`src/rtl/regs_xfer_pkg.sv`:
```
// Shared types and helpers for the X/Y/S register transfer sequencer.
package regs_xfer_pkg;

    localparam int unsigned FLD_W = 3;
    localparam int unsigned CMD_W = 2 * FLD_W;

    typedef enum logic [FLD_W-1:0] {
        SRC_NONE = 3'd0,
        SRC_X    = 3'd1,
        SRC_Y    = 3'd2,
        SRC_S    = 3'd3,
        SRC_EXT  = 3'd4
    } src_e;

    typedef enum logic [FLD_W-1:0] {
        DST_NONE = 3'd0,
        DST_X    = 3'd1,
        DST_Y    = 3'd2,
        DST_S    = 3'd3,
        DST_ADL  = 3'd4
    } dst_e;

    typedef struct packed {
        src_e src;
        dst_e dst;
    } xfer_cmd_t;

    typedef logic [1:0] state_t;
    localparam state_t ST_IDLE  = 2'd0;
    localparam state_t ST_DRIVE = 2'd1;
    localparam state_t ST_LOAD  = 2'd2;

    typedef struct packed {
        logic x_sb;
        logic y_sb;
        logic s_sb;
        logic ext_sb_drv;
        logic s_adl;
        logic sb_x;
        logic sb_y;
        logic sb_s;
    } strobe_t;

    // Reserved codes, self-transfers and ADL targets not sourced from S are NOPs.
    function automatic logic cmd_illegal(input xfer_cmd_t c);
        logic [FLD_W-1:0] s;
        logic [FLD_W-1:0] d;
        s = c.src;
        d = c.dst;
        return (s > 3'd4) || (d > 3'd4) ||
               ((s == d) && (s != 3'd0)) ||
               ((d == 3'd4) && (s != 3'd3));
    endfunction

endpackage

```
`src/rtl/regs_xfer_arb.sv`:
```
// Two-way requester arbiter: fixed B priority or round-robin between A and B.
module regs_xfer_arb
#(
    parameter int unsigned PRIO_B = 0
)
(
    input  logic clk,
    input  logic rst,
    input  logic en,
    input  logic a_valid,
    input  logic b_valid,
    output logic a_gnt_c,
    output logic b_gnt_c
);

    logic ptr_q;
    logic ptr_d;
    logic pick_b;

    // ptr_q = 1 means B is favoured on the next contested grant.
    always_comb begin
        pick_b = 1'b0;
        if (b_valid && !a_valid) begin
            pick_b = 1'b1;
        end else if (a_valid && b_valid) begin
            pick_b = (PRIO_B != 0) ? 1'b1 : ptr_q;
        end
        a_gnt_c = en && a_valid && !pick_b;
        b_gnt_c = en && b_valid && pick_b;
        ptr_d   = ptr_q;
        if (a_gnt_c) begin
            ptr_d = 1'b1;
        end else if (b_gnt_c) begin
            ptr_d = 1'b0;
        end
    end

    always_ff @(posedge clk or posedge rst) begin
        if (rst) begin
            ptr_q <= 1'b0;
        end else begin
            ptr_q <= ptr_d;
        end
    end

endmodule

```
`src/rtl/regs_xfer_ctl.sv`:
```
// Register-to-bus transfer sequencer for the X/Y/S register file.
// Optional REGS_XFER_BUSCHK_EN adds the sticky err output and an SB contention check.
module regs_xfer_ctl
    import regs_xfer_pkg::*;
#(
    parameter int unsigned PRIO_B      = 0,
    parameter int unsigned LOAD_CYCLES = 1
)
(
    input  logic             PHI2,
    input  logic             RES,
    input  logic             a_valid,
    output logic             a_ready,
    input  logic [CMD_W-1:0] a_cmd,
    input  logic             b_valid,
    output logic             b_ready,
    input  logic [CMD_W-1:0] b_cmd,
    output logic             Y_SB,
    output logic             SB_Y,
    output logic             X_SB,
    output logic             SB_X,
    output logic             S_SB,
    output logic             S_ADL,
    output logic             S_S,
    output logic             SB_S,
    output logic             ext_sb_drv,
    output logic             busy,
    output logic             done,
`ifdef REGS_XFER_BUSCHK_EN
    output logic             err,
`endif
    output logic             done_id
);

    if ((LOAD_CYCLES < 1) || (LOAD_CYCLES > 4)) begin : g_bad_load_cycles
        $error("regs_xfer_ctl: LOAD_CYCLES must be within 1..4");
    end

    localparam logic [1:0] LOAD_LAST = 2'(LOAD_CYCLES - 1);

    logic       a_gnt;
    logic       b_gnt;
    logic       idle;
    xfer_cmd_t  req_cmd;
    logic       req_illegal;

    state_t     state_q, state_d;
    xfer_cmd_t  cmd_q, cmd_d;
    logic       id_q, id_d;
    logic [1:0] cnt_q, cnt_d;
    strobe_t    stb_q, stb_d;
    logic       busy_q, busy_d;
    logic       done_q, done_d;
    logic       done_id_q, done_id_d;
    logic       s_s_q;

    assign idle = (state_q == ST_IDLE);

    regs_xfer_arb #(.PRIO_B(PRIO_B)) u_arb (
        .clk     (PHI2),
        .rst     (RES),
        .en      (idle),
        .a_valid (a_valid),
        .b_valid (b_valid),
        .a_gnt_c (a_gnt),
        .b_gnt_c (b_gnt)
    );

    assign a_ready     = a_gnt;
    assign b_ready     = b_gnt;
    assign req_cmd     = b_gnt ? xfer_cmd_t'(b_cmd) : xfer_cmd_t'(a_cmd);
    assign req_illegal = cmd_illegal(req_cmd);

    // Sequencing: illegal commands are captured as NONE->NONE so they run as timed NOPs.
    always_comb begin
        state_d = state_q;
        cmd_d   = cmd_q;
        id_d    = id_q;
        cnt_d   = cnt_q;
        case (state_q)
            ST_IDLE: begin
                if (a_gnt || b_gnt) begin
                    state_d = ST_DRIVE;
                    cmd_d   = req_illegal ? '0 : req_cmd;
                    id_d    = b_gnt;
                end
            end
            ST_DRIVE: begin
                state_d = ST_LOAD;
                cnt_d   = LOAD_LAST;
            end
            ST_LOAD: begin
                if (cnt_q == 2'd0) begin
                    state_d = ST_IDLE;
                end else begin
                    cnt_d = cnt_q - 2'd1;
                end
            end
            default: state_d = ST_IDLE;
        endcase
    end

    // Strobes are decoded from the next state so the outputs come straight from flops.
    always_comb begin
        stb_d = '0;
        if ((state_d == ST_DRIVE) || (state_d == ST_LOAD)) begin
            case (cmd_d.src)
                SRC_X:   stb_d.x_sb = 1'b1;
                SRC_Y:   stb_d.y_sb = 1'b1;
                SRC_S: begin
                    if (cmd_d.dst == DST_ADL) begin
                        stb_d.s_adl = 1'b1;
                    end else begin
                        stb_d.s_sb = 1'b1;
                    end
                end
                SRC_EXT: stb_d.ext_sb_drv = 1'b1;
                default: ;
            endcase
        end
        if (state_d == ST_LOAD) begin
            case (cmd_d.dst)
                DST_X:   stb_d.sb_x  = 1'b1;
                DST_Y:   stb_d.sb_y  = 1'b1;
                DST_S:   stb_d.sb_s  = 1'b1;
                DST_ADL: stb_d.s_adl = 1'b1;
                default: ;
            endcase
        end
        busy_d    = (state_d != ST_IDLE);
        done_d    = (state_d == ST_LOAD) && (cnt_d == 2'd0);
        done_id_d = done_d & id_d;
    end

    always_ff @(posedge PHI2 or posedge RES) begin
        if (RES) begin
            state_q   <= ST_IDLE;
            cmd_q     <= '0;
            id_q      <= 1'b0;
            cnt_q     <= 2'd0;
            stb_q     <= '0;
            busy_q    <= 1'b0;
            done_q    <= 1'b0;
            done_id_q <= 1'b0;
            s_s_q     <= 1'b1;
        end else begin
            state_q   <= state_d;
            cmd_q     <= cmd_d;
            id_q      <= id_d;
            cnt_q     <= cnt_d;
            stb_q     <= stb_d;
            busy_q    <= busy_d;
            done_q    <= done_d;
            done_id_q <= done_id_d;
            s_s_q     <= ~stb_d.sb_s;
        end
    end

    assign X_SB       = stb_q.x_sb;
    assign Y_SB       = stb_q.y_sb;
    assign S_SB       = stb_q.s_sb;
    assign ext_sb_drv = stb_q.ext_sb_drv;
    assign S_ADL      = stb_q.s_adl;
    assign SB_X       = stb_q.sb_x;
    assign SB_Y       = stb_q.sb_y;
    assign SB_S       = stb_q.sb_s;
    assign S_S        = s_s_q;
    assign busy       = busy_q;
    assign done       = done_q;
    assign done_id    = done_id_q;

`ifdef REGS_XFER_BUSCHK_EN
    logic err_q, err_d;

    always_comb begin
        err_d = err_q | (idle & (a_gnt | b_gnt) & req_illegal);
    end

    always_ff @(posedge PHI2 or posedge RES) begin
        if (RES) begin
            err_q <= 1'b0;
        end else begin
            err_q <= err_d;
        end
    end

    assign err = err_q;

    a_sb_single_source: assert property (@(posedge PHI2) disable iff (RES)
        $onehot0({X_SB, Y_SB, S_SB, ext_sb_drv}))
        else $error("regs_xfer_ctl: more than one SB source driven");
`endif

endmodule

```
`config.mk`:
```
export PLATFORM = sky130hd
export DESIGN_NAME = regs_xfer_ctl
export DESIGN_NICKNAME = d
export VERILOG_FILES = /design/src/rtl/regs_xfer_pkg.sv /design/src/rtl/regs_xfer_arb.sv /design/src/rtl/regs_xfer_ctl.sv
export SDC_FILE = /design/constraint.sdc
export NUM_CORES = 1
export LEC_CHECK = 0
export BUFFER_PORTS_ARGS = -buffer_cell sky130_fd_sc_hd__buf_2
export CAP_MARGIN = 20
export CORE_MARGIN = 2
export CORE_UTILIZATION = 47
export CTS_CLUSTER_DIAMETER = 30
export CTS_CLUSTER_SIZE = 25
export DETAILED_ROUTE_END_ITERATION = 10
export HOLD_SLACK_MARGIN = 0.15
export PLACE_DENSITY = 0.74
export SYNTH_ARGS = -nofsm -noshare
export SYNTH_HDL_FRONTEND = slang
export SYNTH_SLANG_ARGS = --single-unit
```
`constraint.sdc`:
```
create_clock -name PHI2 -period 2.2 [get_ports PHI2]
set_input_delay 0.44 -clock PHI2 [delete_from_list [all_inputs] [get_ports PHI2]]
set_output_delay 0.44 -clock PHI2 [all_outputs]
set_load 0.1 [all_outputs]
```
== Yosys cells after proc, flatten, opt, wreduce, memory -nomap -nowiden ==
Index checks and enable logic that the tools add are counted.

* Multiplexer cells: 28
* Add/subtract/negate cells: 1
* Equality and inequality tests: 15
* Reductions and logical operators: 22
* Magnitude comparators: 2
* Bitwise operators: 2

{| class="wikitable"
|+ Operator list
! cell !! number
|-
| $mux W6 || 4
|-
| $mux W1 || 17
|-
| $eq A3 B2 Y1 const B || 4
|-
| $eq A3 B3 Y1 const B || 3
|-
| $logic_and A1 B1 Y1 || 9
|-
| $eq A3 B1 Y1 const B || 2
|-
| $gt A3 B3 Y1 const B || 2
|-
| $logic_not A2 Y1 || 3
|-
| $mux W2 || 3
|-
| $pmux W2 S3 || 1
|-
| $logic_or A1 B1 Y1 || 5
|-
| $mux W5 || 1
|-
| $eq A2 B1 Y1 const B || 2
|-
| $eq A2 B2 Y1 const B || 2
|-
| $mux W4 || 1
|-
| $pmux W2 S2 || 1
|-
| $reduce_bool A2 Y1 || 2
|-
| $eq A3 B3 Y1 || 1
|-
| $ne A3 B2 Y1 const B || 1
|-
| $reduce_bool A3 Y1 || 1
|-
| $logic_not A1 Y1 || 2
|-
| $sub A2 B1 Y2 const B || 1
|-
| $and A1 B1 Y1 || 1
|-
| $not A1 Y1 || 1
|}

* Input bits: 16
* Word-level logic and storage cells: 88
* Output and inout bits: 14
* Flip-flop bits (word level): 24

== Logic depth before layout (Yosys ltp) ==
Gate-level depths: netlist of run 1.

* Word-level depth: 19
* Gate-level depth with buffers: 11
* Gate-level depth less buffers: 11

== Hierarchy ==
A second synthesis of run 1 with hierarchy kept.

* Cells, all modules: 138
* Area total of the unflattened synthesis: 1,435.1 um^2

{| class="wikitable"
|+ Modules (own cells, without submodules)
! module !! times used !! area each (um^2) !! cells an instance
|-
| regs_xfer_ctl || 1 || 1,370.1 || 129
|-
| regs_xfer_arb || 1 || 65.1 || 9
|}

== Worst setup path after synthesis of run 1 ==
No wires, ideal clock.

* Path type: reg2out
* Start: register state_q[0]
* End: output a_ready
* Path buffers: 1
* Arrival: 2.410 ns
* Setup slack: -0.650 ns
* Stages on the path, launching flop included: 6
* Data required time: 1.760 ns
* Cells stage by stage: dfrtp_1 > inv_1 > ha_1 > o21ai_1 > buf_2 > nor2_1

* Cells in the longest elaborated chain, start to end: 3

{| class="wikitable"
|+ RTL lines
! item !! RTL line !! source
|-
| start: declaration || regs_xfer_ctl.sv:47 || <nowiki>state_t state_q, state_d;</nowiki>
|-
| start signal: assignment || regs_xfer_ctl.sv:147 || <nowiki>state_q <= state_d;</nowiki>
|-
| $logic_not A2 Y1 || regs_xfer_ctl.sv:57 || <nowiki>assign idle = (state_q == ST_IDLE);</nowiki>
|-
| $logic_and A1 B1 Y1 (2 in a row) || regs_xfer_arb.sv:28 || <nowiki>a_gnt_c = en && a_valid && !pick_b;</nowiki>
|-
| end: declaration || regs_xfer_ctl.sv:13 || <nowiki>output logic a_ready,</nowiki>
|}

No other way between the ends.

== Worst setup path after layout of run 1 ==
Ends and elaborated chain as after synthesis.

==> results.yml, run 1 <==
run_status:
  status: "finished, final reports clean"
clock_tree:
  cts_tree: "yes"
  worstSkewPairLatency_ns: 0.32
  clkSinkCount: 24
  clk_pin_slew_ns: 0.13
  root_buffer: "clkbuf_4"
  clock_path_buffers: 2
  numCtsBuffers: 3
  htree_levels: 1
yosys:
  synth.distinct_cells: 42
  async_flop_share_pct: 100.0
  synth_top_family_by_area: "simple AND/OR/NAND/NOR gates"
  ys_ff_latch: 24
  synth_cells: 127
  synthesis.area_mm2: 0.001310
  syn-mean-instance-area_um2: 10.32
  synth_most_common_cell: "dfrtp_1"
  synthSimpleGateAreaFrac_pct: 21.59
  synth_xor_area_share_pct: 1.337
  synth-main-ff-cell: "dfrtp_1"
  yosys.area.top_type_share_pct: 43.94
  ys_seq_area_share_pct: 45.94
  synth-edff-count: 0
  synthMuxAreaShare_pct: 3.820
  synth_compound_area_share_pct: 17.57
  synthTopCellsByArea: "dfrtp_1 (44%), ha_1 (5.7%), nand2_1 (4.6%), mux2i_1 (3.8%), inv_1 (2.9%)"
  synthAdderAreaFrac_pct: 5.731
  netlist_top_cells_count: "dfrtp_1 (23), nand2_1 (16), inv_1 (10)"
  syn_nets: 149
  yosysTopAreaCell: "dfrtp_1"
  yosysWarnings: 0
finish:
  nNetsFinal: 190
  layout-drive-gt1-share_pct: 40.12
  area_growth_pct: 28.94
  diodes: 0
worst_setup_path:
  worstPathArrival_ns: 1.69
  critPathLaunchType: "flop"
  critical_path_required_ns: 1.76
  r2r_slack_ns: 0.09
  crit_path_max_fanout: 9
  cp-end-kind: "output port"
  crit_type: "flop to output port"
sta:
  hold_viol: 0
  final-setup-viol-count: 0
  period_minus_slack_ns: 2.128
  maxSlewViolCount: 0
  timing.slew.headroom_pct: 67.84
  setup_slack_ns: 0.07208
  period_share_pct: 96.72
  skew_ns: 0.001554
  worst_pin_slew_ns: 0.4857
  rsz0062_at_grt: "true"
  max_freq_mhz: 469.9
pwr:
  power.leakage_nw: 0.8417
  p_total_mw: 2.465
  peakVddDrop_uv: 1193
  p_per_area_mw_per_mm2: 1459
grt:
  grt.total_usage_pct: 19.12
  grt_max_degree: 25
  grt_overflow: 0
  grt_pass1_wl_um: 4781
  grt_pass1_vias: 1096
  antenna_found_initial: 0
placed_design:
  gp_routability_congestion: 0.8163
  pre_cts_slack_ns: -0.0005442
  numPortBuffers: 29
  dp_hpwl_um: 2187
route:
  ant_nets: 0
  drt-vias-per-instance: 5.561
  wl_per_cell_um: 14.89
  drtIter0Drc: 37
  drt-total-wl_um: 2948
  drc: 0
  dr.pass1.iters: 4
  num_vias: 1101
die:
  design.core.area_mm2: 0.002710
  ioPinCount: 30
  design.die.area_mm2: 0.003226
  die_h_um: 56.80
  die_w_um: 56.80
  rows: 19
  start_util_pct: 48.34
hold_path:
  hp-class: "primary input to async pin"
run:
  drv_cap: 0
## sequential cells by signal, summed over array words and instances, names as in the netlist
| register | flops |
|---|---|
| SB_S | 1 |
| SB_X | 1 |
| SB_Y | 1 |
| S_ADL | 1 |
| S_S | 1 |
| S_SB | 1 |
| X_SB | 1 |
| Y_SB | 1 |
| busy | 1 |
| cmd_q | 6 |
| cnt_q | 2 |
| done | 1 |
| done_id | 1 |
| ext_sb_drv | 1 |
| id_q | 1 |
| state_q | 2 |
| u_arb.ptr_q | 1 |
## cells in the final DEF, fill, tap and decap left out, drive strengths merged, types with 2 or more instances in the layout
| master | instances |
|---|---|
| nor3 | 4 |
| a21oi | 6 |
| o21a | 3 |
| nand2 | 16 |
| buf | 37 |
| clkbuf | 4 |
| dfrtp | 23 |
| ha | 6 |
| inv | 12 |
| mux2i | 5 |
| or2 | 2 |
| nand2b | 5 |
| xnor2 | 2 |
| o21ai | 7 |
| and2 | 2 |
| nand3 | 3 |
| and3 | 2 |
| nor2 | 8 |
| nor4b | 2 |
| a211oi | 4 |
## cell type report
cell class | instances | area [µm²]
inverter | 12 | 52.55
timing repair buffer | 37 | 239.0
clock buffer | 4 | 36.28
multi-input combinational | 90 | 720.7
fill | 231 | 1021
tap | 31 | 38.79
sequential | 24 | 601.8
## worst paths after layout
check | start | to | cells after the start
max | state_q[0] | a_ready | 7
min reg2reg | id_q | id_q | 2
min in group PHI2 | id_q | id_q | 2
min | RES | busy | 3
max reg2reg | state_q[0] | S_ADL | 10
max in group asynchronous | RES | S_S | 3
## where the power goes
| group | total [mW] | internal, mW | leakage (nW) | switching (mW) |
|---|---|---|---|---|
| Clock | 0.233 | 0.101 | 0.0210 | 0.132 |
| Sequential | 0.619 | 0.566 | 0.316 | 0.0527 |
| Combinational | 1.61 | 0.518 | 0.504 | 1.09 |
## routing by layer
layer | part of all wire (%) | global-route usage, %
met3 | 5.0 | 2.074
met4 | 2.7 | 8.970
met2 | 51 | 33.39
met5 | 0 | 0
met1 | 41 | 23.45
## stage by stage
stage / instances / hold slack, ns / setup TNS, ns / utilization (%) / area, µm²
2_1_floorplan: 127 / 0.4353 / 0 / - / 1321
3_3_place_gp: 192 / 0.4541 / 0 / 58.13 / 1575
3_5_place_dp: 192 / 0.4565 / -0.0005442 / 58.13 / 1575
4_1_cts: 198 / 0.1521 / 0 / 60.20 / 1632
5_1_grt: 198 / 0.1754 / -0.01384 / 62.33 / 1689
6_report: 198 / 0.1393 / 0 / 62.33 / 1689
## critical path, stage by stage, from the launching register on
cell and delay [ns]:
dfrtp_1 0.41, inv_2 0.12, ha_4 0.18, buf_4 0.13, nand3_4 0.17, inv_8 0.15, nor2_4 0.05, buf_12 0.16
## kinds of logic (layout without fill, tap and decap cells)
logic type | Yosys count | after routing
buf+inv | 13 | 53
xor+xnor | 2 | 2
mux | 5 | 5
fa+ha+maj | 6 | 6
simple gates | 48 | 48
compound gates | 29 | 29
flops | 24 | 24
## what timing repair did
action                                  in CTS  in global routing
hold endpoints to repair                     0                  0
pin swaps                                    0                  2
gates resized for setup                      2                 11
setup buffers                                2                  0
hold buffers                                 0                  0
endpoints found under the setup margin       4                 10
Note: power is estimated with default switching activity, not from simulation.
==> inputs of run 2 (changes only) <==
clock period = 1.9 ns   (was 2.2 ns; I/O delays follow)
==> run 2 against run 1 <==
  * The flow now finishes with violations (setup timing)
  * Worst hold slack gained 0.39 ns
  * Clock-buffer cell count shrank 1
  * Sequential share of layout area shrank 7.0 points
  * Combinational power grew 63%
==> results.yml, run 2 (synthesis results as in run 1) <==
worst_setup_path:
  regToRegEndpoint: "S_ADL"
  crit_type: "flop to flop"
  critPathLaunchType: "flop"
  crit_path_end: "S_ADL"
  cpMaxStageDelayCell: "dfrtp_2"
  rr_startpoint: "state_q[1]"
  critical_path_required_ns: 2.16
  rr_worst_depth: 10
  cp-startpoint: "state_q[1]"
  crit_path_max_fanout: 4
  worstPathArrival_ns: 2.36
  cp-end-kind: "flop"
  max_stage_delay_ns: 0.46
  r2r_slack_ns: -0.20
  crit_path_cell_trace: "inv_2, ha_4, buf_4, a21o_1, a21oi_1, or2_4, ha_4, o211a_4, o2111ai_1, a21oi_1"
sta:
  finalSetupTns_ns: -1.346
  period_minus_slack_ns: 2.098
  final-setup-viol-count: 14
  worst_pin_slew_ns: 0.5126
  setup_slack_ns: -0.1978
  max_freq_mhz: 476.7
  timing.slew.headroom_pct: 65.52
  period_share_pct: 110.4
  skew_ns: 0.02101
  maxSlewViolCount: 0
  rsz0062_at_grt: "true"
  hold_viol: 0
finish:
  diodes: 0
  largest_register: "cmd_q"
  layout-drive-gt1-share_pct: 58.88
  layout_common_cells: "buf_2 (27), buf_4 (26), dfrtp_1 (22)"
  final_common_cell: "buf_2"
  reg.largest.list: "cmd_q x6, cnt_q x2, state_q x2"
  nNetsFinal: 220
  area_growth_pct: 61.03
  largest_reg_flops: 6
  fin_util_pct: 77.84
route:
  dr.pass1.iters: 4
  drc: 0
  drtIter0Drc: 25
  drt-vias-per-instance: 5.474
  drt-total-wl_um: 3799
  ant_nets: 0
  num_vias: 1248
  wl_per_cell_um: 16.66
grt:
  grt_pass1_wl_um: 5575
  grt_pass1_vias: 1230
  antenna_found_initial: 0
  grt_overflow: 0
  grt.total_usage_pct: 22.50
  grt_max_degree: 15
pwr:
  power.leakage_nw: 1.010
  peakVddDrop_uv: 1659
  p_per_area_mw_per_mm2: 1763
  p_total_mw: 3.719
clock_tree:
  htree_levels: 1
  cts_tree: "yes"
  worstSkewPairLatency_ns: 0.33
  clkSinkCount: 24
  clock_path_buffers: 2
  clk_pin_slew_ns: 0.14
  numCtsBuffers: 3
  root_buffer: "clkbuf_4"
die:
  design.core.area_mm2: 0.002710
  start_util_pct: 48.34
  rows: 19
  die_w_um: 56.80
  die_h_um: 56.80
  ioPinCount: 30
  design.die.area_mm2: 0.003226
run_status:
  status: "finished with violations"
  violations: "setup timing"
hold_path:
  hp-class: "flop to flop"
  holdPathStages: 2
placed_design:
  numPortBuffers: 29
  dp_hpwl_um: 2331
  gp_routability_congestion: 0.7993
run:
  drv_cap: 0
[run 2: cell count changes in the layout (fill, tap and decap cells not counted), moves of 3 or more]
cell,previous run,this run
buf_4,7,26
nand2_1,16,13
buf_6,1,11
nand2_2,0,3
mux2i_1,4,1
nor3_1,4,0
[run 2: stage by stage]
stage	cells	setup slack, ns	area, µm²	hold slack, ns
after floorplan	127	-0.1235	1341	0.3939
after global placement	207	-0.08067	1708	0.4107
after detailed placement	207	-0.1485	1708	0.4228
after CTS	222	-0.1536	1929	0.4981
after global routing	228	-0.2622	2110	0.5654
final	228	-0.1978	2110	0.5264
[run 2: area by class of cell]
cell class / instances / area, µm²
fillers: 167 / 600.6
flip-flops and latches: 24 / 603.1
repair buffers: 67 / 504.2
clock buffers: 3 / 22.52
well taps: 31 / 38.79
multi-input cells: 90 / 855.8
clock inverters: 1 / 30.03
inverters: 12 / 55.05
[run 2: per-layer routing]
metal  up-vias  share of wire, %  GRT usage, %
li1        585                 -             -
met1       611                42         26.85
met2        44                52         39.70
met3         8               3.0         2.535
met4         0               2.8         11.30
met5         -                 0             0
[run 2: how the worst min path moves through the flow]
| stage | startpoint | to | slack [ns] |
|---|---|---|---|
| after floorplan | RES | SB_S | 0.39 |
| after global placement | RES | SB_S | 0.41 |
| after detailed placement | RES | done_id | 0.42 |
| after CTS | id_q | id_q | 0.50 |
| after global routing | id_q | id_q | 0.57 |
| final | id_q | id_q | 0.53 |
[run 2: what timing repair did]
item	in CTS	in global routing
pin swaps	8	12
resized for setup	18	31
endpoints found under the hold margin	11	0
buffers inserted	10	6
setup endpoints to repair	13	16
hold buffers	1	0
[run 2: worst max-delay path, delay by kind of cell (launching register included)]
family	cells	cell delay (ns)
compound gates	5	0.64
simple gates	1	0.28
buf+inv	2	0.20
flops	1	0.46
fa+ha+maj	2	0.45
[run 2: power by group]
group	switching [mW]	internal [mW]	leakage, nW	total, mW
clock	0.156	0.213	0.0279	0.370
sequential	0.0747	0.658	0.315	0.732
combinational	1.53	1.09	0.667	2.62
total	1.76	1.96	1.01	3.72
==> inputs of run 3 (changes only) <==
CORE_UTILIZATION = 52   (was 47)
PLACE_DENSITY = 0.77   (was 0.74)
clock period = 2 ns   (was 1.9 ns; I/O delays follow)
==> run 3 against run 2 <==
  * The flow still finishes with violations (setup timing)
  * Worst hold slack lost 0.022 ns
  * Cell count shrank 9.6%
  * Design area shrank 16%
  * Wire length shrank 17%
  * Global-route usage grew 0.92 points
  * Critical endpoint unchanged
  * Combinational power shrank 24%
  * Core utilization shrank 4.8 points
==> results.yml, run 3 (synthesis results as in run 1) <==
run_status:
  status: "finished with violations"
  violations: "setup timing"
clock_tree:
  worstSkewPairLatency_ns: 0.32
  clk_pin_slew_ns: 0.13
  root_buffer: "clkbuf_4"
  clock_path_buffers: 2
  cts_tree: "yes"
  htree_levels: 1
  numCtsBuffers: 3
  clkSinkCount: 24
worst_setup_path:
  worstPathArrival_ns: 2.28
  r2r_slack_ns: -0.03
  path_buf_inv: 1
  critPathTopFamily: "compound AO/OA/AOI/OAI gates"
  critical_path_required_ns: 2.25
  max_stage_delay_ns: 0.43
  rr_worst_depth: 9
  crit_path_cell_trace: "inv_2, ha_4, o21a_1, nor2_1, or3_4, ha_4, o211a_4, o2111ai_2, a21oi_1"
  cp-end-kind: "flop"
  critPathLaunchType: "flop"
  crit_path_max_fanout: 5
  cpMaxStageDelayCell: "dfrtp_1"
  rr_startpoint: "state_q[1]"
  regToRegEndpoint: "S_ADL"
  crit_type: "flop to flop"
  worst_path_most_repeated_cell: "ha_4"
finish:
  layout-drive-gt1-share_pct: 46.02
  reg.largest.list: "cmd_q x6, cnt_q x2, state_q x2"
  nNetsFinal: 199
  largest_register: "cmd_q"
  layout_common_cells: "buf_2 (27), dfrtp_1 (23), nand2_1 (16)"
  area_growth_pct: 35.53
  diodes: 0
  largest_reg_flops: 6
  final_cell_area_mm2: 0.001775
  final_common_cell: "buf_2"
  fin_util_pct: 72.99
pwr:
  power.net_switching_mw: 1.477
  swShare_pct: 51.22
  clockPowerShare_pct: 7.6
  internal_power_mw: 1.406
  comb_power_share_pct: 68.6
  power.leakage_nw: 0.8777
  seqPwrFrac_pct: 23.8
  peakVddDrop_uv: 1172
  p_per_area_mw_per_mm2: 1624
route:
  wl_per_cell_um: 15.31
  dr.pass1.iters: 4
  drc: 0
  num_vias: 1181
  drtIter0Drc: 22
  drt-vias-per-instance: 5.733
  ant_nets: 0
  drt-total-wl_um: 3153
sta:
  period_minus_slack_ns: 2.031
  max_freq_mhz: 492.4
  period_share_pct: 101.5
  skew_ns: 0.005953
  rsz0062_at_grt: "true"
  final-setup-viol-count: 1
  timing.slew.headroom_pct: 67.62
  maxSlewViolCount: 0
  setup_slack_ns: -0.03088
  worst_pin_slew_ns: 0.4890
  hold_viol: 0
placed_design:
  dpl_cell_area_mm2: 0.001624
  dp_hpwl_um: 2207
  gp_routability_congestion: 0.7945
  numPortBuffers: 29
grt:
  met3_usage_pct: 4.722
  antenna_found_initial: 0
  grt_pass1_wl_um: 4899
  grt_max_degree: 25
  gr-usage-met2_pct: 42.97
  met1_usage_pct: 26.61
  grt_overflow: 0
  grt.total_usage_pct: 23.42
  busiest_layer: "met2"
  grt_pass1_vias: 1123
die:
  die_h_um: 54.19
  design.die.area_mm2: 0.002937
  die_w_um: 54.19
  ioPinCount: 30
  design.core.area_mm2: 0.002432
  rows: 18
  start_util_pct: 53.86
hold_path:
  min_delay_worst_endpoint: "id_q"
  holdPathStages: 2
  min_from: "id_q"
  hp-class: "flop to flop"
run:
  drv_cap: 0
[run 3: cell types whose count changed in the layout (fill, tap and decap cells not counted), sizes merged]
cell    change
buf        -21
bufinv      -1
clkbuf      +1
clkinv      -1
inv         +1
[run 3: area by class of cell]
class                      count  area, µm²
multi-input combinational     90      749.5
tap                           30      37.54
sequential                    24      601.8
timing repair buffer          46      312.8
clock buffer                   4      26.28
fill                         181      656.9
inverter                      12      47.55
[run 3: worst register-to-register path: cells and delay by family, from the launching register on]
family	cells	cell delay, ns
adder cells (fa/ha/maj)	2	0.46
AND/OR/NAND/NOR	2	0.39
flip-flops	1	0.43
AO/OA/AOI/OAI	4	0.59
buffers and inverters	1	0.09
[run 3: worst max-delay path by stage]
| stage | startpoint | to | slack (ns) | depth (start not counted) |
|---|---|---|---|---|
| 3_5_place_dp | state_q[0] | S_ADL | -0.06 | 10 |
| 2_1_floorplan | state_q[0] | S_ADL | -0.02 | 9 |
| 6_report | state_q[1] | S_ADL | -0.03 | 9 |
| 4_1_cts | state_q[0] | S_ADL | -0.02 | 9 |
| 3_3_place_gp | state_q[0] | S_ADL | 0.01 | 9 |
| 5_1_grt | state_q[1] | S_ADL | -0.11 | 9 |
[run 3: power by group through the flow]
stage / registers (mW) / logic [mW] / clock network [mW]
floorplan: 1.12 / 0.806 / 0
global placement: 0.684 / 1.66 / 0
detailed placement: 0.695 / 1.70 / 0
CTS: 0.684 / 1.85 / 0.218
global route: 0.698 / 2.09 / 0.244
finish: 0.686 / 1.98 / 0.220
[run 3: repair_timing]
item	4_1_cts	5_1_grt
resized for setup	8	8
pin swaps	2	4
setup endpoints to repair	9	11
endpoints found under the hold margin	23	0
setup buffers	3	2
hold buffers	1	0
[run 3: per-layer routing]
layer,vias to the layer above,share of wire (%)
met1,586,39
met2,48,54
met5,-,0
li1,541,-
met3,6,4.9
met4,0,1.6
[run 3: per-stage QoR]
| step | std cells | setup TNS, ns | total power, mW | worst slack (ns) | hold slack, ns |
|---|---|---|---|---|---|
| 4_1_cts | 204 | -0.01950 | 2.750 | -0.01950 | 0.5013 |
| 2_1_floorplan | 127 | -0.02369 | 1.928 | -0.02369 | 0.4139 |
| 5_1_grt | 206 | -0.3905 | 3.032 | -0.1090 | 0.5266 |
| 6_report | 206 | -0.03088 | 2.883 | -0.03088 | 0.5044 |
| 3_3_place_gp | 196 | 0 | 2.346 | 0.01472 | 0.4487 |
| 3_5_place_dp | 196 | -0.06888 | 2.391 | -0.06251 | 0.4631 |
